[src/rtl/switch_box_connector_cfg_if.sv]
// Config-chain and track signals of the configurable switch-box connector.
// The fabric/tile side uses master; the connector uses slave.
interface switch_box_connector_cfg_if #(
    parameter int W0 = 3,
    parameter int W1 = 10
);
    logic          cfg_en;
    logic          cfg_in;
    logic          cfg_out;
    logic          cfg_done;
    logic [W0-1:0] in0;
    logic [W1-1:0] in1;
    logic [W0-1:0] out0;
    logic [W0-1:0] out0_en;
    logic [W1-1:0] out1;
    logic [W1-1:0] out1_en;
    logic          conflict;

    modport master (
        output cfg_en, cfg_in, in0, in1,
        input  cfg_out, cfg_done, out0, out0_en, out1, out1_en, conflict
    );

    modport slave (
        input  cfg_en, cfg_in, in0, in1,
        output cfg_out, cfg_done, out0, out0_en, out1, out1_en, conflict
    );
endinterface

[src/rtl/switch_box_connector_cfg.sv]
// Switch-box connector joining channel 0 (W0 tracks) to channel 1 (W1 tracks)
// through N=max(W0,W1) connections, each set off/0->1/1->0 by a serial config chain.
module switch_box_connector_cfg #(
    parameter int W0      = 3,
    parameter int W1      = 10,
    parameter bit REG_OUT = 1'b1
) (
    input logic                     clk,
    input logic                     rst_n,
    switch_box_connector_cfg_if.slave bus
);
    localparam int N        = (W0 > W1) ? W0 : W1;
    localparam int CFG_BITS = 2 * N;
    localparam int CNT_W    = $clog2(CFG_BITS);
    localparam logic [CNT_W-1:0] LAST = CNT_W'(CFG_BITS - 1);

    logic [CFG_BITS-1:0] shadow;
    logic [CFG_BITS-1:0] shadow_nxt;
    logic [CFG_BITS-1:0] active;
    logic [CNT_W-1:0]    cnt;
    logic                commit;
    logic                cfg_done_p1;
    logic                conflict_p1;

    logic [W0-1:0] route_out0;
    logic [W0-1:0] route_en0;
    logic [W1-1:0] route_out1;
    logic [W1-1:0] route_en1;
    logic          conflict_nxt;

    assign shadow_nxt = {bus.cfg_in, shadow[CFG_BITS-1:1]};
    assign commit     = bus.cfg_en && (cnt == LAST);

    // Config chain: shift into shadow, copy to active only when the last bit lands
    always_ff @(posedge clk) begin
        if (!rst_n) begin
            shadow      <= '0;
            cnt         <= '0;
            active      <= '0;
            cfg_done_p1 <= 1'b0;
            conflict_p1 <= 1'b0;
        end else begin
            cfg_done_p1 <= commit;
            conflict_p1 <= conflict_nxt;
            if (bus.cfg_en) begin
                shadow <= shadow_nxt;
                if (cnt == LAST) begin
                    cnt    <= '0;
                    active <= shadow_nxt;
                end else begin
                    cnt <= cnt + 1'b1;
                end
            end
        end
    end

    // Routing and conflict detection from the active config; a track already
    // enabled when another connection claims it has two drivers.
    always_comb begin
        route_out0   = '0;
        route_en0    = '0;
        route_out1   = '0;
        route_en1    = '0;
        conflict_nxt = 1'b0;
        for (int k = 0; k < N; k++) begin
            int t0;
            int t1;
            t0 = k % W0;
            t1 = k % W1;
            if (active[2*k]) begin
                if (active[2*k+1]) begin
                    if (route_en0[t0]) conflict_nxt = 1'b1;
                    route_en0[t0]  = 1'b1;
                    route_out0[t0] = route_out0[t0] | bus.in1[t1];
                end else begin
                    if (route_en1[t1]) conflict_nxt = 1'b1;
                    route_en1[t1]  = 1'b1;
                    route_out1[t1] = route_out1[t1] | bus.in0[t0];
                end
            end
        end
    end

    assign bus.cfg_out  = shadow[0];
    assign bus.cfg_done = cfg_done_p1;
    assign bus.conflict = conflict_p1;

    generate
        if (REG_OUT) begin : g_reg_out
            logic [W0-1:0] out0_p1;
            logic [W0-1:0] out0_en_p1;
            logic [W1-1:0] out1_p1;
            logic [W1-1:0] out1_en_p1;

            // Output stage: one cycle after inputs and active config
            always_ff @(posedge clk) begin
                if (!rst_n) begin
                    out0_p1    <= '0;
                    out0_en_p1 <= '0;
                    out1_p1    <= '0;
                    out1_en_p1 <= '0;
                end else begin
                    out0_p1    <= route_out0;
                    out0_en_p1 <= route_en0;
                    out1_p1    <= route_out1;
                    out1_en_p1 <= route_en1;
                end
            end

            assign bus.out0    = out0_p1;
            assign bus.out0_en = out0_en_p1;
            assign bus.out1    = out1_p1;
            assign bus.out1_en = out1_en_p1;
        end else begin : g_comb_out
            assign bus.out0    = route_out0;
            assign bus.out0_en = route_en0;
            assign bus.out1    = route_out1;
            assign bus.out1_en = route_en1;
        end
    endgenerate
endmodule

[src/flat_wrapper.sv]
// flat-port wrapper written by rule: the top's interface ports become plain ports
module switch_box_connector_cfg_flat 
#(
    parameter int W0      = 3,
    parameter int W1      = 10,
    parameter bit REG_OUT = 1'b1
)
  (clk, rst_n, bus_cfg_en, bus_cfg_in, bus_in0, bus_in1, bus_cfg_out, bus_cfg_done, bus_out0, bus_out0_en, bus_out1, bus_out1_en, bus_conflict);
  switch_box_connector_cfg_if #(.W0(W0), .W1(W1)) bus_i ();
  input logic clk;
  input logic rst_n;
  input wire logic [$bits(bus_i.cfg_en)-1:0] bus_cfg_en;
  input wire logic [$bits(bus_i.cfg_in)-1:0] bus_cfg_in;
  input wire logic [$bits(bus_i.in0)-1:0] bus_in0;
  input wire logic [$bits(bus_i.in1)-1:0] bus_in1;
  output wire logic [$bits(bus_i.cfg_out)-1:0] bus_cfg_out;
  output wire logic [$bits(bus_i.cfg_done)-1:0] bus_cfg_done;
  output wire logic [$bits(bus_i.out0)-1:0] bus_out0;
  output wire logic [$bits(bus_i.out0_en)-1:0] bus_out0_en;
  output wire logic [$bits(bus_i.out1)-1:0] bus_out1;
  output wire logic [$bits(bus_i.out1_en)-1:0] bus_out1_en;
  output wire logic [$bits(bus_i.conflict)-1:0] bus_conflict;
  assign bus_i.cfg_en = bus_cfg_en;
  assign bus_i.cfg_in = bus_cfg_in;
  assign bus_i.in0 = bus_in0;
  assign bus_i.in1 = bus_in1;
  assign bus_cfg_out = bus_i.cfg_out;
  assign bus_cfg_done = bus_i.cfg_done;
  assign bus_out0 = bus_i.out0;
  assign bus_out0_en = bus_i.out0_en;
  assign bus_out1 = bus_i.out1;
  assign bus_out1_en = bus_i.out1_en;
  assign bus_conflict = bus_i.conflict;
  switch_box_connector_cfg #(.W0(W0), .W1(W1), .REG_OUT(REG_OUT)) u_core (.clk(clk), .rst_n(rst_n), .bus(bus_i));
endmodule
[config.mk]
export PLATFORM = sky130hd
export DESIGN_NAME = switch_box_connector_cfg_flat
export DESIGN_NICKNAME = d
export VERILOG_FILES = /design/src/rtl/switch_box_connector_cfg_if.sv /design/src/rtl/switch_box_connector_cfg.sv /design/src/flat_wrapper.sv
export SDC_FILE = /design/constraint.sdc
export NUM_CORES = 1
export LEC_CHECK = 0
export CELL_PAD_IN_SITES_DETAIL_PLACEMENT = 0
export CELL_PAD_IN_SITES_GLOBAL_PLACEMENT = 1
export CORE_MARGIN = 1.5
export CORE_UTILIZATION = 39
export DETAILED_ROUTE_END_ITERATION = 8
export MAX_ROUTING_LAYER = met4
export PLACE_DENSITY_LB_ADDON = 0.1
export SLEW_MARGIN = 15
export SYNTH_ARGS = -nofsm -noshare
export SYNTH_HDL_FRONTEND = slang
export SYNTH_SLANG_ARGS = --single-unit
[constraint.sdc]
create_clock -name clk -period 1.6 [get_ports clk]
set_input_delay 0.16 -clock clk [delete_from_list [all_inputs] [get_ports clk]]
set_output_delay 0.16 -clock clk [all_outputs]
set_load 0.05 [all_outputs]
==> metrics.txt, run 1 <==
reg2reg setup slack=0.31 ns; post-route ant nets=0; max cap viols=0; most frequent cells in the layout=73 x dfxtp_1, 31 x nand3_1, 25 x a21oi_1; syn nets=282; hold depth=2; HPWL after DPL=3.82 mm; largest net degree at the start of global routing=28; Netlist cell types=31; reg2reg end=u_core.bus.conflict; DRC=0; later-pin clock latency in the skew report=0.34 ns; CTS Hold Buffers Added=0; endpoints failing setup=0; Synth top area share=0.566; I/O pins=46; register area share after synthesis=0.566; Fin Setup TNS=0 ns; wirelength, routed=5.51 mm; starting density of the core=0.404; status=finished clean; die height=84.4 um; Die Area=0.00712 mm^2; crit path DAT=1.18 ns; minimum clock period=1.34 ns; vias in the first global route=1857; CTS H-tree lvls=3; Overall Global Routing Usage=0.171; LEAKAGE=1.33 nW; synthesized netlist cell count=264; CP required=1.44 ns; Tcrit/Tclk final=0.838; yosys warns=0; filler instances=632; buffers and inverters on the worst path=1; maximum vdd drop=0.610 mV; Syn Area/Cell=9.78 um^2; number of buffers added on ports=45; RSZ-0062 raised after global routing=no; leading area contributor after synthesis=dfxtp_1; # clock sinks=73; # rows=29; Fin. Hold Viols=0; post-synthesis cell area=0.00258 mm^2; Synth Flop Type=dfxtp_1; Worst setup EP type=output port; Synth-to-Final Area Change=27.7%; Inserted Diodes=0; Worst path slowest cell=dlygate4sd2_1; CTS root buf=clkbuf_8; top cells by area, synth=dfxtp_1 57%, mux2i_1 8.1%, nand3_1 6.0%; Starting DRT DRC Count=122; Post-synth EDFFs=0; power density over cell area=1020 mW/mm^2; Setup WS post-layout=0.259 ns; Via density=5.12; crit-path max FO=1; ratio of cells with drive above 1 in the final layout=0.119; CP peak stage delay=0.52 ns; Worst Hold Class=primary input to register; Setup Crit Path Kind=register to output port; antenna violations before repair=0; delay-heaviest family, CP=buffers and inverters; setup slack at placement=0.167 ns; Worst R2R Start=u_core.active[1]; most common cell after layout, fill and taps aside=dfxtp_1; grt ovf=0; post-synthesis async set-or-reset flop share=0; element type at the critical path start=register; Vias=2028; routed length per instance=13.9 um; clk buf depth=2; final setup skew=0.00927 ns; CTS tree=done; GP Congestion=0.783; Core Box Area=0.00639 mm^2; first-pass GRT wire length=9.11 mm; drt pass-1 iters=7; Worst Hold Launch=bus_in0[2]; die width=84.4 um; hold worst-path end=u_core.bus.out1[8]; cells on worst reg2reg path=3; FF+latch count, synth=73; max frequency=0.746 GHz; clock slew at reported path FFs=0.08 ns; fin nets=332; crit path cell chain=dlygate4sd2_1; slew margin rel.=0.675; Pins Over Slew Limit=0; Worst Tran Pin Value=0.489 ns; TritonCTS Buffers=9
[logic make-up after synthesis]
group	count (synthesis)	synth area share
simple gates	91	0.185
flops	73	0.566
compound gates	58	0.122
mux	21	0.0814
buf+inv	18	0.0344
xor+xnor	2	0.00678
fa+ha+maj	1	0.00484
[final cells by class]
type,count,area [um^2],share of cell area
Clock buffer,9,124,0.0376
Clock inverter,7,71.3,0.0216
Inverter,1,3.75,0.00114
Multi-Input combinational cell,173,1030,0.313
Sequential cell,73,1460,0.443
Tap cell,77,96.3,0.0292
Timing Repair Buffer,56,508,0.154
[flip-flops by register name, indices dropped and copies added, names as in the netlist]
register,count
u_core.bus.out0,3
u_core.bus.out1_en,10
u_core.shadow,20
u_core.bus.cfg_done,1
u_core.active,20
u_core.cnt,5
u_core.bus.out0_en,3
u_core.bus.conflict,1
u_core.bus.out1,10
[cell usage after synthesis (2+ instances only)]
cell type  instances
a22oi_1            3
clkbuf_1           2
o22ai_1            2
buf_2             13
o21ai_0           22
dfxtp_1           73
mux2i_1           21
nand2_1            6
a31oi_1            2
and2_1            10
nor2_1            23
nand3_1           31
nand4_1            4
a21oi_1           25
nor3b_1           10
nor2b_1            2
[through the flow]
stage	hold slack, ns	cell area [um^2]	utilization	instances	power [mW]
after global placement	0.473	3120	0.489	380	2.01
after floorplan	0.282	2580	-	264	1.94
after CTS	0.399	3300	0.516	396	3.41
final	0.412	3300	0.516	396	3.37
after global routing	0.424	3300	0.516	396	3.52
after detailed placement	0.476	3120	0.489	380	2.01
[power breakdown]
part           internal [mW]  switching [mW]
Clock                  0.719           0.682
Sequential              1.82         0.00739
Combinational         0.0711          0.0623
Total                   2.61           0.752
[routing by layer]
layer / track usage / wire length, um / part of all wire / up-vias
met5: - / 0 / 0 / -
met4: 0.0968 / 95 / 0.017 / 0
met3: 0.0383 / 223 / 0.041 / 7
met2: 0.231 / 2270 / 0.41 / 47
met1: 0.234 / 2920 / 0.53 / 934
li1: - / - / - / 1040
[worst max-delay path by stage]
stage	cells past startpoint	startpoint	endpoint	slack, ns
2_1_floorplan	5	u_core.cnt[0]	u_core.active[12]	0.44
3_3_place_gp	4	bus_cfg_en	u_core.shadow[12]	0.20
3_5_place_dp	4	bus_cfg_en	u_core.shadow[8]	0.17
4_1_cts	1	u_core.bus.out1_en[3]	bus_out1_en[3]	0.23
5_1_grt	5	u_core.cnt[0]	u_core.active[16]	0.11
6_report	1	u_core.bus.out1_en[3]	bus_out1_en[3]	0.26
[worst register-to-register path, delay by kind of cell, from the launching register on]
kind               cells  cell delay [ns]
AOI/OAI and AO/OA      3             0.82
DFF                    1             0.36
[timing repair]
item                                    4_1_cts  5_1_grt
endpoints found under the hold margin         0        0
gates resized for setup                      18        0
endpoints found under the setup margin       18        0
setup buffers                                 0        0
No activity file was read; power rests on OpenSTA's default activity.
==> inputs of run 2 (changes only) <==
--- a/config.mk
+++ b/config.mk
@@ -8,7 +8,7 @@
 export CELL_PAD_IN_SITES_DETAIL_PLACEMENT = 0
 export CELL_PAD_IN_SITES_GLOBAL_PLACEMENT = 1
 export CORE_MARGIN = 1.5
-export CORE_UTILIZATION = 39
+export CORE_UTILIZATION = 35
 export DETAILED_ROUTE_END_ITERATION = 8
 export MAX_ROUTING_LAYER = met4
 export PLACE_DENSITY_LB_ADDON = 0.1
==> constraint.sdc (replaced) <==
create_clock -name clk -period 1.2 [get_ports clk]
set_input_delay 0.12 -clock clk [delete_from_list [all_inputs] [get_ports clk]]
set_output_delay 0.12 -clock clk [all_outputs]
set_load 0.05 [all_outputs]
==> run 2 against run 1 <==
Cell area up 21%. The run now ends with negative setup slack left. Setup slack worse by 0.30 ns. Largest cell class unchanged. Combinational power is 71% higher. Largest power group unchanged. Global-route usage increased by 0.28 points. Clock skew fell by 0.00053 ns. Non-clock buffer count rose by 29.
==> metrics.txt, run 2 (synthesis results as in run 1) <==
Die Area=0.00790 mm^2 (was 0.00712 mm^2); CTS H-tree lvls=3 (unchanged); Final Cell Area=0.00398 mm^2 (was 0.00330 mm^2); endpoints failing setup=1 (was 0); ratio of cells with drive above 1 in the final layout=0.317 (was 0.119); post-route ant nets=0 (unchanged); status=finished with violations (was finished clean); CP required=1.42 ns (was 1.44 ns); crit-path max FO=3 (was 1); final setup skew=0.00874 ns (was 0.00927 ns); # clock sinks=73 (unchanged); element type at the critical path start=register (unchanged); Worst Hold Class=primary input to register (unchanged); antenna violations before repair=0 (unchanged); placed cell areas=0.00366 mm^2 (was 0.00312 mm^2); GP Congestion=0.726 (was 0.783); clock slew at reported path FFs=0.08 ns (about the same); Synth-to-Final Area Change=54.2% (was 27.7%); worst hold margin=0.367 ns (was 0.412 ns); Worst path slowest cell=a222oi_1 (was dlygate4sd2_1); die width=88.9 um (was 84.4 um); CTS root buf=clkbuf_8 (unchanged); number of buffers added on ports=45 (unchanged); CTS Hold Buffers Added=0 (unchanged); TritonCTS Buffers=9 (unchanged); RSZ-0062 raised after global routing=yes (was no); Core Box Area=0.00721 mm^2 (was 0.00639 mm^2); minimum clock period=1.24 ns; max cap viols=0 (unchanged); drt pass-1 iters=4 (was 7); Overall Global Routing Usage=0.173 (was 0.171); Fin. Hold Viols=0 (unchanged); slew margin rel.=0.742 (was 0.675); vias in the first global route=2015 (was 1857); crit path cell chain=a222oi_1 -> o22ai_1 -> o31a_1 (was dlygate4sd2_1); max frequency=0.807 GHz; HPWL after DPL=4.47 mm (was 3.82 mm); biggest regs=u_core.active x20, u_core.shadow x20 (unchanged); most common cell after layout, fill and taps aside=dfxtp_1 (unchanged); Core Util, Final=0.552 (was 0.516); Worst setup EP type=register (was output port); Worst Tran Pin Value=0.386 ns (was 0.489 ns); first-pass GRT wire length=9.83 mm (was 9.11 mm); wirelength, routed=6.37 mm (was 5.51 mm); DRC=0 (unchanged); fin nets=361 (was 332); LEAKAGE=1.51 nW (was 1.33 nW); power density over cell area=1080 mW/mm^2 (was 1020 mW/mm^2); Inserted Diodes=0 (unchanged); die height=88.9 um (was 84.4 um); Pins Over Slew Limit=0 (unchanged); CP peak stage delay=0.41 ns (was 0.52 ns); clk buf depth=2 (unchanged); Starting DRT DRC Count=95 (was 122); CTS tree=done (unchanged); # rows=31 (was 29); largest net degree at the start of global routing=22 (was 28); Setup WS post-layout=-0.0398 ns (was 0.259 ns); routed length per instance=14.3 um (was 13.9 um); maximum vdd drop=0.734 mV (was 0.610 mV); Tcrit/Tclk final=1.03; starting density of the core=0.358 (was 0.404); I/O pins=46 (unchanged); most frequent cells in the layout=69 x dfxtp_1, 32 x buf_12, 31 x buf_4 (was 73 x dfxtp_1, 31 x nand3_1, 25 x a21oi_1); crit path DAT=1.46 ns (was 1.18 ns); grt ovf=0 (unchanged); Via density=4.78 (was 5.12); failing checks=negative setup slack; later-pin clock latency in the skew report=0.33 ns (was 0.34 ns); Vias=2134 (was 2028); Setup Crit Path Kind=register to register (was register to output port)
-- run 2: through the flow --
step                      power, mW  setup TNS [ns]  instances  setup slack, ns
after CTS                      4.35          -0.102        442          -0.0538
final                          4.31         -0.0398        446          -0.0398
after floorplan                2.58               0        264           0.0385
after global routing           4.50          -0.713        446          -0.0776
after global placement         2.71           -6.15        426           -0.190
after detailed placement       2.71           -6.65        426           -0.205
-- run 2: repair_timing --
action / in CTS / in global routing
setup endpoints to repair: 21 / 25
pin swaps: 0 / 2
gates cloned: 0 / 2
resized for setup: 19 / 39
setup buffers: 1 / 2
-- run 2: layout make-up --
| class | count | area [um^2] |
|---|---|---|
| inverters | 1 | 3.75 |
| clock buffers | 11 | 141 |
| multi-input cells | 173 | 1120 |
| well taps | 99 | 124 |
| repair buffers | 85 | 1100 |
| clock inverters | 4 | 20.0 |
| flip-flops and latches | 73 | 1470 |
| fillers | 686 | 3230 |
-- run 2: path summary, 6_finish.rpt --
kind                startpoint  depth (start not counted)  slack, ns                   to
min reg2reg  u_core.shadow[15]                          2       0.48    u_core.active[14]
max           u_core.active[0]                          3      -0.04  u_core.bus.conflict
max reg2reg   u_core.active[0]                          3      -0.04  u_core.bus.conflict
min                 bus_in1[5]                          3       0.37   u_core.bus.out0[2]
-- run 2: per-layer routing --
layer / share of wire / vias to the layer above / wire length, um / GRT usage
li1: - / 1101 / - / -
met2: 0.45 / 45 / 2870 / 0.251
met1: 0.50 / 983 / 3210 / 0.236
met3: 0.038 / 5 / 241 / 0.0351
met5: 0 / - / 0 / -
met4: 0.0074 / 0 / 47 / 0.0724
-- run 2: power by group --
part	internal, mW	switching [mW]	total, mW
Combinational	0.124	0.102	0.227
Clock	0.783	0.860	1.64
Sequential	2.43	0.0104	2.44
Total	3.34	0.972	4.31
-- run 2: critical path: cells and delay by family (launching register included) --
kind	cells	cell delay, ns
DFF	1	0.34
AOI/OAI and AO/OA	3	0.79
==> inputs of run 3 (changes only) <==
--- a/config.mk
+++ b/config.mk
@@ -11,7 +11,7 @@
 export CORE_UTILIZATION = 35
 export DETAILED_ROUTE_END_ITERATION = 8
 export MAX_ROUTING_LAYER = met4
-export PLACE_DENSITY_LB_ADDON = 0.1
+export PLACE_DENSITY_LB_ADDON = 0.05
 export SLEW_MARGIN = 15
 export SYNTH_ARGS = -nofsm -noshare
 export SYNTH_HDL_FRONTEND = slang
==> run 3 against run 2 <==
The flow still finishes with violations (negative setup slack). Combinational power is 5% lower. Setup slack worse by 0.026 ns. Cell count is 1.6% lower. Clock skew is 0.0010 ns higher. Critical endpoint is now u_core.active[0]. Hold slack better by 0.012 ns. Maximum frequency is 2.0% lower. Die area stayed put. Sequential power hardly changed. Utilization is 0.16 points higher.
==> metrics.txt, run 3 (synthesis results as in run 1) <==
failing checks=negative setup slack (unchanged); most common cell after layout, fill and taps aside=dfxtp_1 (unchanged); Worst path slowest cell=dfxtp_4 (was a222oi_1); # clock sinks=73 (unchanged); CP required=1.43 ns (was 1.42 ns); cells on worst reg2reg path=5 (was 3); DRC=0 (unchanged); hold depth=3 (unchanged); maximum vdd drop=0.766 mV (was 0.734 mV); Tcrit/Tclk final=1.05 (was 1.03); delay-heaviest family, CP=flip-flops (was compound AO/OA/AOI/OAI gates); Worst Hold Class=primary input to register (unchanged); Die Area=0.00790 mm^2 (unchanged); max cap viols=0 (unchanged); Worst R2R Start=u_core.cnt[0] (was u_core.active[0]); Pins Over Slew Limit=0 (unchanged); Setup Crit Path Kind=register to register (unchanged); placed cell areas=0.00362 mm^2 (was 0.00366 mm^2); Via density=4.75 (was 4.78); final setup skew=0.00977 ns (was 0.00874 ns); HPWL after DPL=4.35 mm (was 4.47 mm); element type at the critical path start=register (unchanged); reg2reg end=u_core.active[0] (was u_core.bus.conflict); biggest regs=u_core.active x20, u_core.shadow x20 (unchanged); post-route ant nets=0 (unchanged); max frequency=0.790 GHz (was 0.807 GHz); slew margin rel.=0.767 (was 0.742); status=finished with violations (unchanged); sequential cell area=0.00147 mm^2 (unchanged); crit path DAT=1.49 ns (was 1.46 ns); clk buf depth=2 (unchanged); TritonCTS Buffers=9 (unchanged); Overall Global Routing Usage=0.171 (was 0.173); CTS H-tree lvls=3 (unchanged); CTS root buf=clkbuf_8 (unchanged); die width=88.9 um (unchanged); first-pass GRT wire length=9.92 mm (was 9.83 mm); CTS tree=done (unchanged); antenna violations before repair=0 (unchanged); ratio of cells with drive above 1 in the final layout=0.288 (was 0.317); grt ovf=0 (unchanged); routed length per instance=13.7 um (was 14.3 um); reg2reg setup slack=-0.07 ns (was -0.04 ns); CTS Hold Buffers Added=0 (unchanged); RSZ-0062 raised after global routing=yes (unchanged); later-pin clock latency in the skew report=0.34 ns (was 0.33 ns); wirelength, routed=6.03 mm (was 6.37 mm); Starting DRT DRC Count=122 (was 95); crit-path max FO=8 (was 3); # rows=31 (unchanged); largest net degree at the start of global routing=43 (was 22); area occupied by multi-input gates=0.00113 mm^2 (was 0.00112 mm^2); CP peak stage delay=0.37 ns (was 0.41 ns); I/O pins=46 (unchanged); clock slew at reported path FFs=0.07 ns (was 0.08 ns); setup slack at placement=-0.219 ns (was -0.205 ns); Worst setup EP type=register (unchanged); power density over cell area=1240 mW/mm^2 (was 1080 mW/mm^2); LEAKAGE=1.49 nW (was 1.51 nW); Synth-to-Final Area Change=54.6% (was 54.2%); Worst Tran Pin Value=0.349 ns (was 0.386 ns); filler instances=648 (was 686); number of buffers added on ports=45 (unchanged); hold worst-path end=u_core.bus.out0[1] (was u_core.bus.out0[2]); Setup WS post-layout=-0.0657 ns (was -0.0398 ns); GP Congestion=0.786 (was 0.726); Worst Hold Launch=bus_in1[4] (was bus_in1[5]); Core Box Area=0.00721 mm^2 (unchanged); WP depth=5 (was 3); most frequent cells in the layout=71 x dfxtp_1, 32 x buf_12, 31 x nand3_1 (was 69 x dfxtp_1, 32 x buf_12, 31 x buf_4); die height=88.9 um (unchanged); endpoints failing setup=24 (was 1); minimum clock period=1.27 ns (was 1.24 ns); vias in the first global route=2010 (was 2015); starting density of the core=0.358 (unchanged); Inserted Diodes=0 (unchanged); Fin. Hold Viols=0 (unchanged); drt pass-1 iters=4 (unchanged); buffers and inverters on the worst path=1 (was 0); Vias=2086 (was 2134); fin nets=353 (was 361); crit path cell chain=ha_4 -> nand3b_1 -> buf_6 -> o21ai_4 -> a21oi_2 (was a222oi_1 -> o22ai_1 -> o31a_1); Final Cell Area=0.00399 mm^2 (was 0.00398 mm^2)
run 3: cell types whose count changed in the layout (fill, tap and decap cells not counted), moves of 2 or more:
cell	change
dfxtp_2	-3
buf_4	-5
dfxtp_1	+2
o21ai_2	-4
clkinv_2	-3
o21ai_4	+2
buf_6	-3
bufinv_16	+3
clkinvlp_4	+2
o21ai_1	+3
run 3: final cells by class:
cell class                 count  area share
inverter                       1    0.000940
multi-input combinational    173       0.282
sequential                    73       0.367
timing repair buffer          77       0.258
clock inverter                 7      0.0298
clock buffer                   9      0.0310
tap                           99      0.0310
run 3: metal layers:
layer	up-vias	wire length, um	GRT usage
li1	1075	-	-
met5	-	0	-
met3	4	276	0.0360
met4	0	57	0.0724
met1	959	3100	0.237
met2	48	2590	0.240
run 3: through the flow:
step / total power [mW] / instances / hold slack [ns] / setup TNS, ns / utilization
2_1_floorplan: 2.58 / 264 / 0.242 / 0 / -
3_3_place_gp: 2.70 / 420 / 0.476 / -7.40 / 0.501
3_5_place_dp: 2.70 / 420 / 0.479 / -8.26 / 0.501
4_1_cts: 5.01 / 439 / 0.367 / -1.08 / 0.547
5_1_grt: 5.14 / 439 / 0.394 / -2.60 / 0.553
6_report: 4.95 / 439 / 0.379 / -1.01 / 0.553
run 3: power breakdown:
part / leakage, nW / internal [mW] / switching [mW]
Clock: 0.115 / 1.38 / 0.914
Sequential: 0.589 / 2.43 / 0.0106
Combinational: 0.788 / 0.119 / 0.0972
Total: 1.49 / 3.93 / 1.02
run 3: tightest hold or removal path: cells and delay by family:
kind / cells / cell delay (ns)
AO/OA/AOI/OAI: 1 / 0.06
buffers and inverters: 1 / 0.41
AND/OR/NAND/NOR: 1 / 0.08
run 3: worst max-delay path by stage:
stage,to,from
floorplan,u_core.active[12],u_core.cnt[0]
global placement,u_core.active[10],bus_cfg_en
detailed placement,u_core.active[6],bus_cfg_en
CTS,u_core.active[16],u_core.cnt[1]
global route,u_core.active[16],u_core.cnt[0]
finish,u_core.active[0],u_core.cnt[0]
run 3: timing repair:
action,in CTS,in global routing
gates cloned,1,0
setup endpoints to repair,26,26
resized for setup,39,11
buffers inserted,2,0
pin swaps,10,2
